<file path="config.mk">
export PLATFORM = sky130hd
export DESIGN_NAME = decode_stage_flat
export DESIGN_NICKNAME = d
export VERILOG_FILES = /design/src/rtl/decode_stage_if.sv /design/src/rtl/decode_stage.sv /design/src/flat_wrapper.sv
export SDC_FILE = /design/constraint.sdc
export NUM_CORES = 1
export LEC_CHECK = 0
export BUFFER_PORTS_ARGS = -buffer_cell sky130_fd_sc_hd__buf_2
export CORE_ASPECT_RATIO = 0.7
export CORE_MARGIN = 4
export CORE_UTILIZATION = 47
export DETAILED_ROUTE_END_ITERATION = 10
export HOLD_SLACK_MARGIN = 0.02
export PLACE_DENSITY = 0.8
export SYNTH_ARGS = -nofsm -noshare
export SYNTH_HDL_FRONTEND = slang
export SYNTH_SLANG_ARGS = --single-unit
</file>
<file path="constraint.sdc">
create_clock -name clk -period 6.3 [get_ports clk]
set_input_delay 0.315 -clock clk [delete_from_list [all_inputs] [get_ports clk]]
set_output_delay 0.315 -clock clk [all_outputs]
set_load 0.05 [all_outputs]
</file>
<file path="src/rtl/decode_stage_if.sv">
// Fetch-side and execute-side handshake bundle of the RV32I decode stage.
// The decode stage uses the master view; the fetch/execute environment uses the slave view.
interface decode_stage_if #(
    parameter int XLEN = 32
);
    logic            if_valid;
    logic            if_ready;
    logic [31:0]     if_instr;
    logic [XLEN-1:0] if_pc;

    logic            ex_valid;
    logic            ex_ready;
    logic [XLEN-1:0] ex_pc;
    logic [XLEN-1:0] ex_rs1_val;
    logic [XLEN-1:0] ex_rs2_val;
    logic [XLEN-1:0] ex_imm;
    logic [4:0]      ex_rs1_addr;
    logic [4:0]      ex_rs2_addr;
    logic [4:0]      ex_rd_addr;
    logic [6:0]      ex_opcode;
    logic [2:0]      ex_funct3;
    logic [6:0]      ex_funct7;
    logic            ex_illegal;

    modport master (
        input  if_valid, if_instr, if_pc, ex_ready,
        output if_ready, ex_valid, ex_pc, ex_rs1_val, ex_rs2_val, ex_imm,
               ex_rs1_addr, ex_rs2_addr, ex_rd_addr, ex_opcode, ex_funct3,
               ex_funct7, ex_illegal
    );

    modport slave (
        output if_valid, if_instr, if_pc, ex_ready,
        input  if_ready, ex_valid, ex_pc, ex_rs1_val, ex_rs2_val, ex_imm,
               ex_rs1_addr, ex_rs2_addr, ex_rd_addr, ex_opcode, ex_funct3,
               ex_funct7, ex_illegal
    );
endinterface

</file>
<file path="src/rtl/decode_stage.sv">
// RV32I decode stage with ID/EX register: operand capture with writeback bypass,
// immediate generation, illegal-opcode flagging and a one-cycle load-use bubble.
module decode_stage #(
    parameter int XLEN      = 32,
    parameter bit BYPASS_EN = 1'b1
) (
    input  logic            clk,
    input  logic            reset,
    decode_stage_if.master  bus,
    output logic [4:0]      rs1_addr,
    output logic [4:0]      rs2_addr,
    input  logic [XLEN-1:0] rs1_data,
    input  logic [XLEN-1:0] rs2_data,
    input  logic [4:0]      wb_rd_addr,
    input  logic [XLEN-1:0] wb_rd_data,
    input  logic            wb_wr_enable,
    input  logic            flush
);
    localparam logic [6:0] OP_LOAD   = 7'h03;
    localparam logic [6:0] OP_FENCE  = 7'h0F;
    localparam logic [6:0] OP_IMM    = 7'h13;
    localparam logic [6:0] OP_AUIPC  = 7'h17;
    localparam logic [6:0] OP_STORE  = 7'h23;
    localparam logic [6:0] OP_REG    = 7'h33;
    localparam logic [6:0] OP_LUI    = 7'h37;
    localparam logic [6:0] OP_BRANCH = 7'h63;
    localparam logic [6:0] OP_JALR   = 7'h67;
    localparam logic [6:0] OP_JAL    = 7'h6F;
    localparam logic [6:0] OP_SYSTEM = 7'h73;

    // ID/EX register
    logic                  out_valid_reg;
    logic                  dep_hold_reg;
    logic [XLEN-1:0]       pc_reg;
    logic [XLEN-1:0]       imm_reg;
    logic [1:0][4:0]       rs_addr_reg;
    logic [1:0][XLEN-1:0]  rs_val_reg;
    logic [4:0]            rd_reg;
    logic [6:0]            opcode_reg;
    logic [2:0]            funct3_reg;
    logic [6:0]            funct7_reg;
    logic                  illegal_reg;

    logic                  out_valid_next;
    logic                  dep_hold_next;
    logic [1:0][XLEN-1:0]  rs_val_next;

    // Decode of the offered instruction
    logic [31:0]           instr;
    logic [6:0]            opcode;
    logic [4:0]            rd;
    logic [2:0]            funct3;
    logic [6:0]            funct7;
    logic [1:0][4:0]       rs_addr_in;
    logic [1:0][XLEN-1:0]  rs_data_in;
    logic [1:0]            rs_used;
    logic signed [31:0]    imm32;
    logic [XLEN-1:0]       imm_ext;
    logic                  illegal;

    logic                  ex_valid_int;
    logic                  if_ready_int;
    logic                  fire;
    logic                  accept;
    logic                  held;
    logic                  hazard;

    assign instr         = bus.if_instr;
    assign opcode        = instr[6:0];
    assign rd            = instr[11:7];
    assign funct3        = instr[14:12];
    assign funct7        = instr[31:25];
    assign rs_addr_in[0] = instr[19:15];
    assign rs_addr_in[1] = instr[24:20];
    assign rs_data_in[0] = rs1_data;
    assign rs_data_in[1] = rs2_data;

    assign rs1_addr = rs_addr_in[0];
    assign rs2_addr = rs_addr_in[1];

    always_comb begin
        imm32 = '0;
        case (opcode)
            OP_LOAD, OP_IMM, OP_JALR: imm32 = {{20{instr[31]}}, instr[31:20]};
            OP_STORE:                 imm32 = {{20{instr[31]}}, instr[31:25], instr[11:7]};
            OP_BRANCH:                imm32 = {{19{instr[31]}}, instr[31], instr[7],
                                               instr[30:25], instr[11:8], 1'b0};
            OP_LUI, OP_AUIPC:         imm32 = {instr[31:12], 12'h000};
            OP_JAL:                   imm32 = {{11{instr[31]}}, instr[31], instr[19:12],
                                               instr[20], instr[30:21], 1'b0};
            default:                  imm32 = '0;
        endcase
    end

    assign imm_ext = XLEN'(imm32);

    always_comb begin
        illegal = 1'b1;
        case (opcode)
            OP_LOAD, OP_FENCE, OP_IMM, OP_AUIPC, OP_STORE, OP_REG,
            OP_LUI, OP_BRANCH, OP_JALR, OP_JAL, OP_SYSTEM: illegal = 1'b0;
            default:                                       illegal = 1'b1;
        endcase
    end

    // Upper-immediate and JAL forms carry no rs1 field; only R/S/B read rs2.
    assign rs_used[0] = !(opcode == OP_LUI || opcode == OP_AUIPC || opcode == OP_JAL);
    assign rs_used[1] = (opcode == OP_REG || opcode == OP_STORE || opcode == OP_BRANCH);

    assign ex_valid_int = out_valid_reg & ~dep_hold_reg;
    assign if_ready_int = ~out_valid_reg | (bus.ex_ready & ~dep_hold_reg);
    assign fire         = ex_valid_int & bus.ex_ready;
    assign accept       = bus.if_valid & if_ready_int & ~flush;
    assign held         = out_valid_reg & ~fire;

    // Consumer accepted while its producing load leaves: execute cannot have the data yet.
    assign hazard = fire && accept && opcode_reg == OP_LOAD && rd_reg != 5'd0 &&
                    ((rs_used[0] && rs_addr_in[0] == rd_reg) ||
                     (rs_used[1] && rs_addr_in[1] == rd_reg));

    generate
        for (genvar gi = 0; gi < 2; gi++) begin : g_operand
            logic            src_hit;
            logic            held_hit;
            logic [XLEN-1:0] cap_val;

            assign src_hit  = BYPASS_EN && wb_wr_enable && wb_rd_addr != 5'd0 &&
                              wb_rd_addr == rs_addr_in[gi];
            assign held_hit = BYPASS_EN && wb_wr_enable && wb_rd_addr != 5'd0 &&
                              wb_rd_addr == rs_addr_reg[gi];
            assign cap_val  = (rs_addr_in[gi] == 5'd0) ? '0 :
                              src_hit                  ? wb_rd_data : rs_data_in[gi];

            // A held operand tracks writeback so it is current when execute finally takes it.
            assign rs_val_next[gi] = flush                ? rs_val_reg[gi] :
                                     accept               ? cap_val :
                                     (held && held_hit)   ? wb_rd_data : rs_val_reg[gi];
        end
    endgenerate

    always_comb begin
        out_valid_next = out_valid_reg;
        dep_hold_next  = 1'b0;
        if (flush) begin
            out_valid_next = 1'b0;
        end else if (accept) begin
            out_valid_next = 1'b1;
            dep_hold_next  = hazard;
        end else if (fire) begin
            out_valid_next = 1'b0;
        end
    end

    always_ff @(posedge clk or posedge reset) begin
        if (reset) begin
            out_valid_reg <= 1'b0;
            dep_hold_reg  <= 1'b0;
            pc_reg        <= '0;
            imm_reg       <= '0;
            rs_addr_reg   <= '0;
            rs_val_reg    <= '0;
            rd_reg        <= '0;
            opcode_reg    <= '0;
            funct3_reg    <= '0;
            funct7_reg    <= '0;
            illegal_reg   <= 1'b0;
        end else begin
            out_valid_reg <= out_valid_next;
            dep_hold_reg  <= dep_hold_next;
            rs_val_reg    <= rs_val_next;
            if (accept) begin
                pc_reg      <= bus.if_pc;
                imm_reg     <= imm_ext;
                rs_addr_reg <= rs_addr_in;
                rd_reg      <= rd;
                opcode_reg  <= opcode;
                funct3_reg  <= funct3;
                funct7_reg  <= funct7;
                illegal_reg <= illegal;
            end
        end
    end

    assign bus.if_ready    = if_ready_int;
    assign bus.ex_valid    = ex_valid_int;
    assign bus.ex_pc       = pc_reg;
    assign bus.ex_rs1_val  = rs_val_reg[0];
    assign bus.ex_rs2_val  = rs_val_reg[1];
    assign bus.ex_imm      = imm_reg;
    assign bus.ex_rs1_addr = rs_addr_reg[0];
    assign bus.ex_rs2_addr = rs_addr_reg[1];
    assign bus.ex_rd_addr  = rd_reg;
    assign bus.ex_opcode   = opcode_reg;
    assign bus.ex_funct3   = funct3_reg;
    assign bus.ex_funct7   = funct7_reg;
    assign bus.ex_illegal  = illegal_reg;
endmodule

</file>
<file path="src/flat_wrapper.sv">
// flat-port wrapper written by rule: the top's interface ports become plain ports
module decode_stage_flat 
#(
    parameter int XLEN      = 32,
    parameter bit BYPASS_EN = 1'b1
)
  (clk, reset, rs1_addr, rs2_addr, rs1_data, rs2_data, wb_rd_addr, wb_rd_data, wb_wr_enable, flush, bus_if_valid, bus_if_instr, bus_if_pc, bus_ex_ready, bus_if_ready, bus_ex_valid, bus_ex_pc, bus_ex_rs1_val, bus_ex_rs2_val, bus_ex_imm, bus_ex_rs1_addr, bus_ex_rs2_addr, bus_ex_rd_addr, bus_ex_opcode, bus_ex_funct3, bus_ex_funct7, bus_ex_illegal);
  decode_stage_if #(.XLEN(XLEN)) bus_i ();
  input  logic clk;
  input  logic reset;
  output logic [4:0] rs1_addr;
  output logic [4:0] rs2_addr;
  input  logic [XLEN-1:0] rs1_data;
  input  logic [XLEN-1:0] rs2_data;
  input  logic [4:0] wb_rd_addr;
  input  logic [XLEN-1:0] wb_rd_data;
  input  logic wb_wr_enable;
  input  logic flush;
  input wire logic [$bits(bus_i.if_valid)-1:0] bus_if_valid;
  input wire logic [$bits(bus_i.if_instr)-1:0] bus_if_instr;
  input wire logic [$bits(bus_i.if_pc)-1:0] bus_if_pc;
  input wire logic [$bits(bus_i.ex_ready)-1:0] bus_ex_ready;
  output wire logic [$bits(bus_i.if_ready)-1:0] bus_if_ready;
  output wire logic [$bits(bus_i.ex_valid)-1:0] bus_ex_valid;
  output wire logic [$bits(bus_i.ex_pc)-1:0] bus_ex_pc;
  output wire logic [$bits(bus_i.ex_rs1_val)-1:0] bus_ex_rs1_val;
  output wire logic [$bits(bus_i.ex_rs2_val)-1:0] bus_ex_rs2_val;
  output wire logic [$bits(bus_i.ex_imm)-1:0] bus_ex_imm;
  output wire logic [$bits(bus_i.ex_rs1_addr)-1:0] bus_ex_rs1_addr;
  output wire logic [$bits(bus_i.ex_rs2_addr)-1:0] bus_ex_rs2_addr;
  output wire logic [$bits(bus_i.ex_rd_addr)-1:0] bus_ex_rd_addr;
  output wire logic [$bits(bus_i.ex_opcode)-1:0] bus_ex_opcode;
  output wire logic [$bits(bus_i.ex_funct3)-1:0] bus_ex_funct3;
  output wire logic [$bits(bus_i.ex_funct7)-1:0] bus_ex_funct7;
  output wire logic [$bits(bus_i.ex_illegal)-1:0] bus_ex_illegal;
  assign bus_i.if_valid = bus_if_valid;
  assign bus_i.if_instr = bus_if_instr;
  assign bus_i.if_pc = bus_if_pc;
  assign bus_i.ex_ready = bus_ex_ready;
  assign bus_if_ready = bus_i.if_ready;
  assign bus_ex_valid = bus_i.ex_valid;
  assign bus_ex_pc = bus_i.ex_pc;
  assign bus_ex_rs1_val = bus_i.ex_rs1_val;
  assign bus_ex_rs2_val = bus_i.ex_rs2_val;
  assign bus_ex_imm = bus_i.ex_imm;
  assign bus_ex_rs1_addr = bus_i.ex_rs1_addr;
  assign bus_ex_rs2_addr = bus_i.ex_rs2_addr;
  assign bus_ex_rd_addr = bus_i.ex_rd_addr;
  assign bus_ex_opcode = bus_i.ex_opcode;
  assign bus_ex_funct3 = bus_i.ex_funct3;
  assign bus_ex_funct7 = bus_i.ex_funct7;
  assign bus_ex_illegal = bus_i.ex_illegal;
  decode_stage #(.XLEN(XLEN), .BYPASS_EN(BYPASS_EN)) u_core (.clk(clk), .reset(reset), .bus(bus_i), .rs1_addr(rs1_addr), .rs2_addr(rs2_addr), .rs1_data(rs1_data), .rs2_data(rs2_data), .wb_rd_addr(wb_rd_addr), .wb_rd_data(wb_rd_data), .wb_wr_enable(wb_wr_enable), .flush(flush));
endmodule
</file>
==> metrics.md <==
| Metric | Value |
|---|---|
| Combinational share of power | 0.294 |
| Maxcap violations | 0 |
| Post-synth EDFFs | 0 |
| Power Total | ~3500 uW |
| Syn_area_per_cell | about 10 um^2 |
| Grt met1 use | 0.374 |
| Ranking of synthesized cells by area | dfrtp_1 55%, nand2_1 11%, a221o_1 8.6% |
| Placement Setup Slack | 3.36 ns |
| Skew final | 0.0105 ns |
| P&R area growth vs syn | 31.8% |
| # port buffers | about 340 |
| Pleak | ~0.0054 uW |
| HPWL after DPL | approximately 18000 um |
| Power density cells | approximately 360 nW/um^2 |
| Leading cell types in the layout, fill and taps excluded | 343 x buf_2, 216 x nand2_1, 163 x dfrtp_1 |
| Asr flop ratio synth | 1.00 |
| Most used routing layer | met2 |
| # rows | 38 |
| Met2 usage | 0.429 |
| Share of layout cells above drive strength 1 | 0.369 |
| Reg clk slew, reported paths | approximately 0.070 ns |
| CP Cell Sequence | nand2b_1 > a211o_4 > buf_4 > nor3_1 > a22o_1 |
| Post-CTS resize count | 0 |
| Flop-to-flop setup slack | 3.35 ns |
| Worst skew pair latency | approximately 0.42 ns |
| Final min period | slightly below 3 ns |
| Synth Instances | between 700 and 800 |
| Pins over their slew limit | 0 |
| Syn_nets | roughly 920 |
| Status | completed |
| GR Overflow Total | 0 |
| Clk pwr share | 0.340 |
| Setup slack after layout | around 3.4 ns |
| Synth cell types | 45 |
| Yosys reg bits | ~160 |
| Crit Reg-Reg Startpoint | u_core.dep_hold_reg |
| Startpoint Class | flip-flop |
| 1st-pass router iterations | 5 |
| Top cell type's share of synthesized area | 0.550 |
| R2r endpoint | u_core.bus.ex_imm[8] |
| Met3 usage | 0.0688 |
| CP arrival | ~3.3 ns |
| Initial antenna violation count | 3 |
| Commonest non-fill, non-tap cell in the layout | buf_2 |
| Fmax | approximately 340 MHz |
| Footprint of the multi-input gates | about 3000 um^2 |
| Hold Fails Final Rpt | 0 |
| Seq. cell area | approximately 4100 um^2 |
| Hold Slack | just over 0.06 ns |
| DR WL/cell | between 15 and 20 um |
| CTS tree | built |
| Routed vias | between 7000 and 8000 |
| Core area | around 15000 um^2 |
| R2R depth | 5 |
| Final WL | about 25000 um |
| Bufs on Longest Clock Path | 2 |
| Worst EP required | ~6.7 ns |
| FILL cells | roughly 1300 |
| Worst hold path type | input port to asynchronous set/reset pin |
| Crit. End Element | flip-flop |
| Ys Warns | 0 |
| Drc violations | 0 |
| Period utilization | 0.468 |
| Switching Share | 0.369 |
| Global Route Usage Sum | 0.274 |
| Slew @ Worst Pin | about 1.2 ns |
| Die width | around 160 um |
| Worst Setup Path Type | flip-flop to flip-flop |
| Slowest-stage cell, CP | nor3_1 |
| Final GP Congestion | 0.849 |
| Layout Nets | 1217 |
| Die area | around 18000 um^2 |
| Routed vias/inst | 5.58 |
| Postcts setup bufs | 0 |
| H-tree depth | 4 |
| Crit-path max cell delay | a little over 0.8 ns |
| CTS Root Buffer Type | clkbuf_16 |
| CP Max Fanout | 81 |
| VDD IR max | around 0.18 mV |
| Effective utilization at floorplan | 0.479 |
| Vias in the first global route | between 6000 and 7000 |
| First-pass GRT wire length | roughly 38000 um |
| TritonCTS Buffers | 17 |
| Reg power frac | 0.366 |
| Max_slew headroom | 0.170 |
| Final setup TNS | 0 ns |
| Largest net degree at the start of global routing | about 100 |
| DR iter-0 viols | 709 |
| Mapped Area | between 7000 and 8000 um^2 |
| Die height | roughly 110 um |
| Seq/Total Area, Yosys | 0.550 |
| Detail Route Antenna Nets | 0 |
| CTS Hold Bufs | 0 |
| Sw power | about 1300 uW |
| # clock sinks | between 150 and 200 |
| Main flop type after synthesis | dfrtp_1 |
| Pint | 2200 uW |
| Cell taking the most area after synthesis | dfrtp_1 |
| RSZ-0062 raised after global routing | false |
| IO Pins | 344 |
| Final setup vio count | 0 |
## logic make-up (layout without fill, tap and decap cells)
logic type / after synthesis / after routing / synth area share
and+or+nand+nor: 343 / 343 / 0.213
xor gates and xnor gates: 30 / 30 / 0.0354
other: 0 / 4 / 0
buffers and inverters: 73 / 383 / 0.0503
muxes: 2 / 2 / 0.00287
AOI/OAI and AO/OA: 136 / 136 / 0.148
DFF: 163 / 163 / 0.550
## worst max path at each step
stage | from | slack (ns) | cells past startpoint | endpoint
global route | u_core.dep_hold_reg | 3.15 | 6 | u_core.bus.ex_rs1_val[21]
CTS | u_core.dep_hold_reg | 3.35 | 6 | u_core.bus.ex_rs1_val[25]
finish | u_core.dep_hold_reg | 3.35 | 5 | u_core.bus.ex_imm[8]
floorplan | reset | 1.58 | 1 | u_core.bus.ex_funct3[0]
detailed placement | u_core.dep_hold_reg | 3.36 | 6 | u_core.bus.ex_rs1_val[25]
global placement | u_core.dep_hold_reg | 3.43 | 6 | u_core.bus.ex_rs1_val[2]
## per-layer routing
layer | up-vias | routed length [um]
met5 | - | 0
met4 | 0 | 566
met3 | 41 | 2230
met2 | 393 | 11800
met1 | 3373 | 10400
li1 | 3225 | -
## synthesized netlist by cell type (all sizes together) (6+ instances only)
cell type  instances
nand2            216
xnor2             10
dfrtp            163
nor2              20
xor2              20
a21oi             25
a221o             64
a22o               6
buf               28
and3              64
nor3              12
clkbuf            41
o21ai             24
## metrics by stage
step,utilization,area [um^2],instances
2_1_floorplan,-,7420,747
3_3_place_gp,0.587,9100,1227
3_5_place_dp,0.587,9100,1227
4_1_cts,0.630,9770,1257
5_1_grt,0.631,9770,1260
6_report,0.631,9780,1261
## area by class of cell
cell class / count / share of cell area
tap: 200 / 0.0256
clock inverter: 11 / 0.0230
timing repair buffer: 349 / 0.180
multi-input combinational: 511 / 0.306
antenna: 4 / 0.00102
clock buffer: 19 / 0.0453
sequential: 163 / 0.417
inverter: 4 / 0.00205
## power groups by stage
stage | sequential, uW | clock, uW | combinational (uW)
2_1_floorplan | 1770 | 0 | 255
3_3_place_gp | 1290 | 0 | 1020
3_5_place_dp | 1290 | 0 | 1030
4_1_cts | 1270 | 1200 | 1030
5_1_grt | 1290 | 1240 | 1090
6_report | 1280 | 1180 | 1030
## critical path: cells and delay by family, from the launching register on
kind / cells / cell delay (ns)
and+or+nand+nor: 2 / 1.07
AOI/OAI and AO/OA: 2 / 0.92
buffers and inverters: 1 / 0.47
DFF: 1 / 0.37
Note: power is estimated with default switching activity, not from simulation.
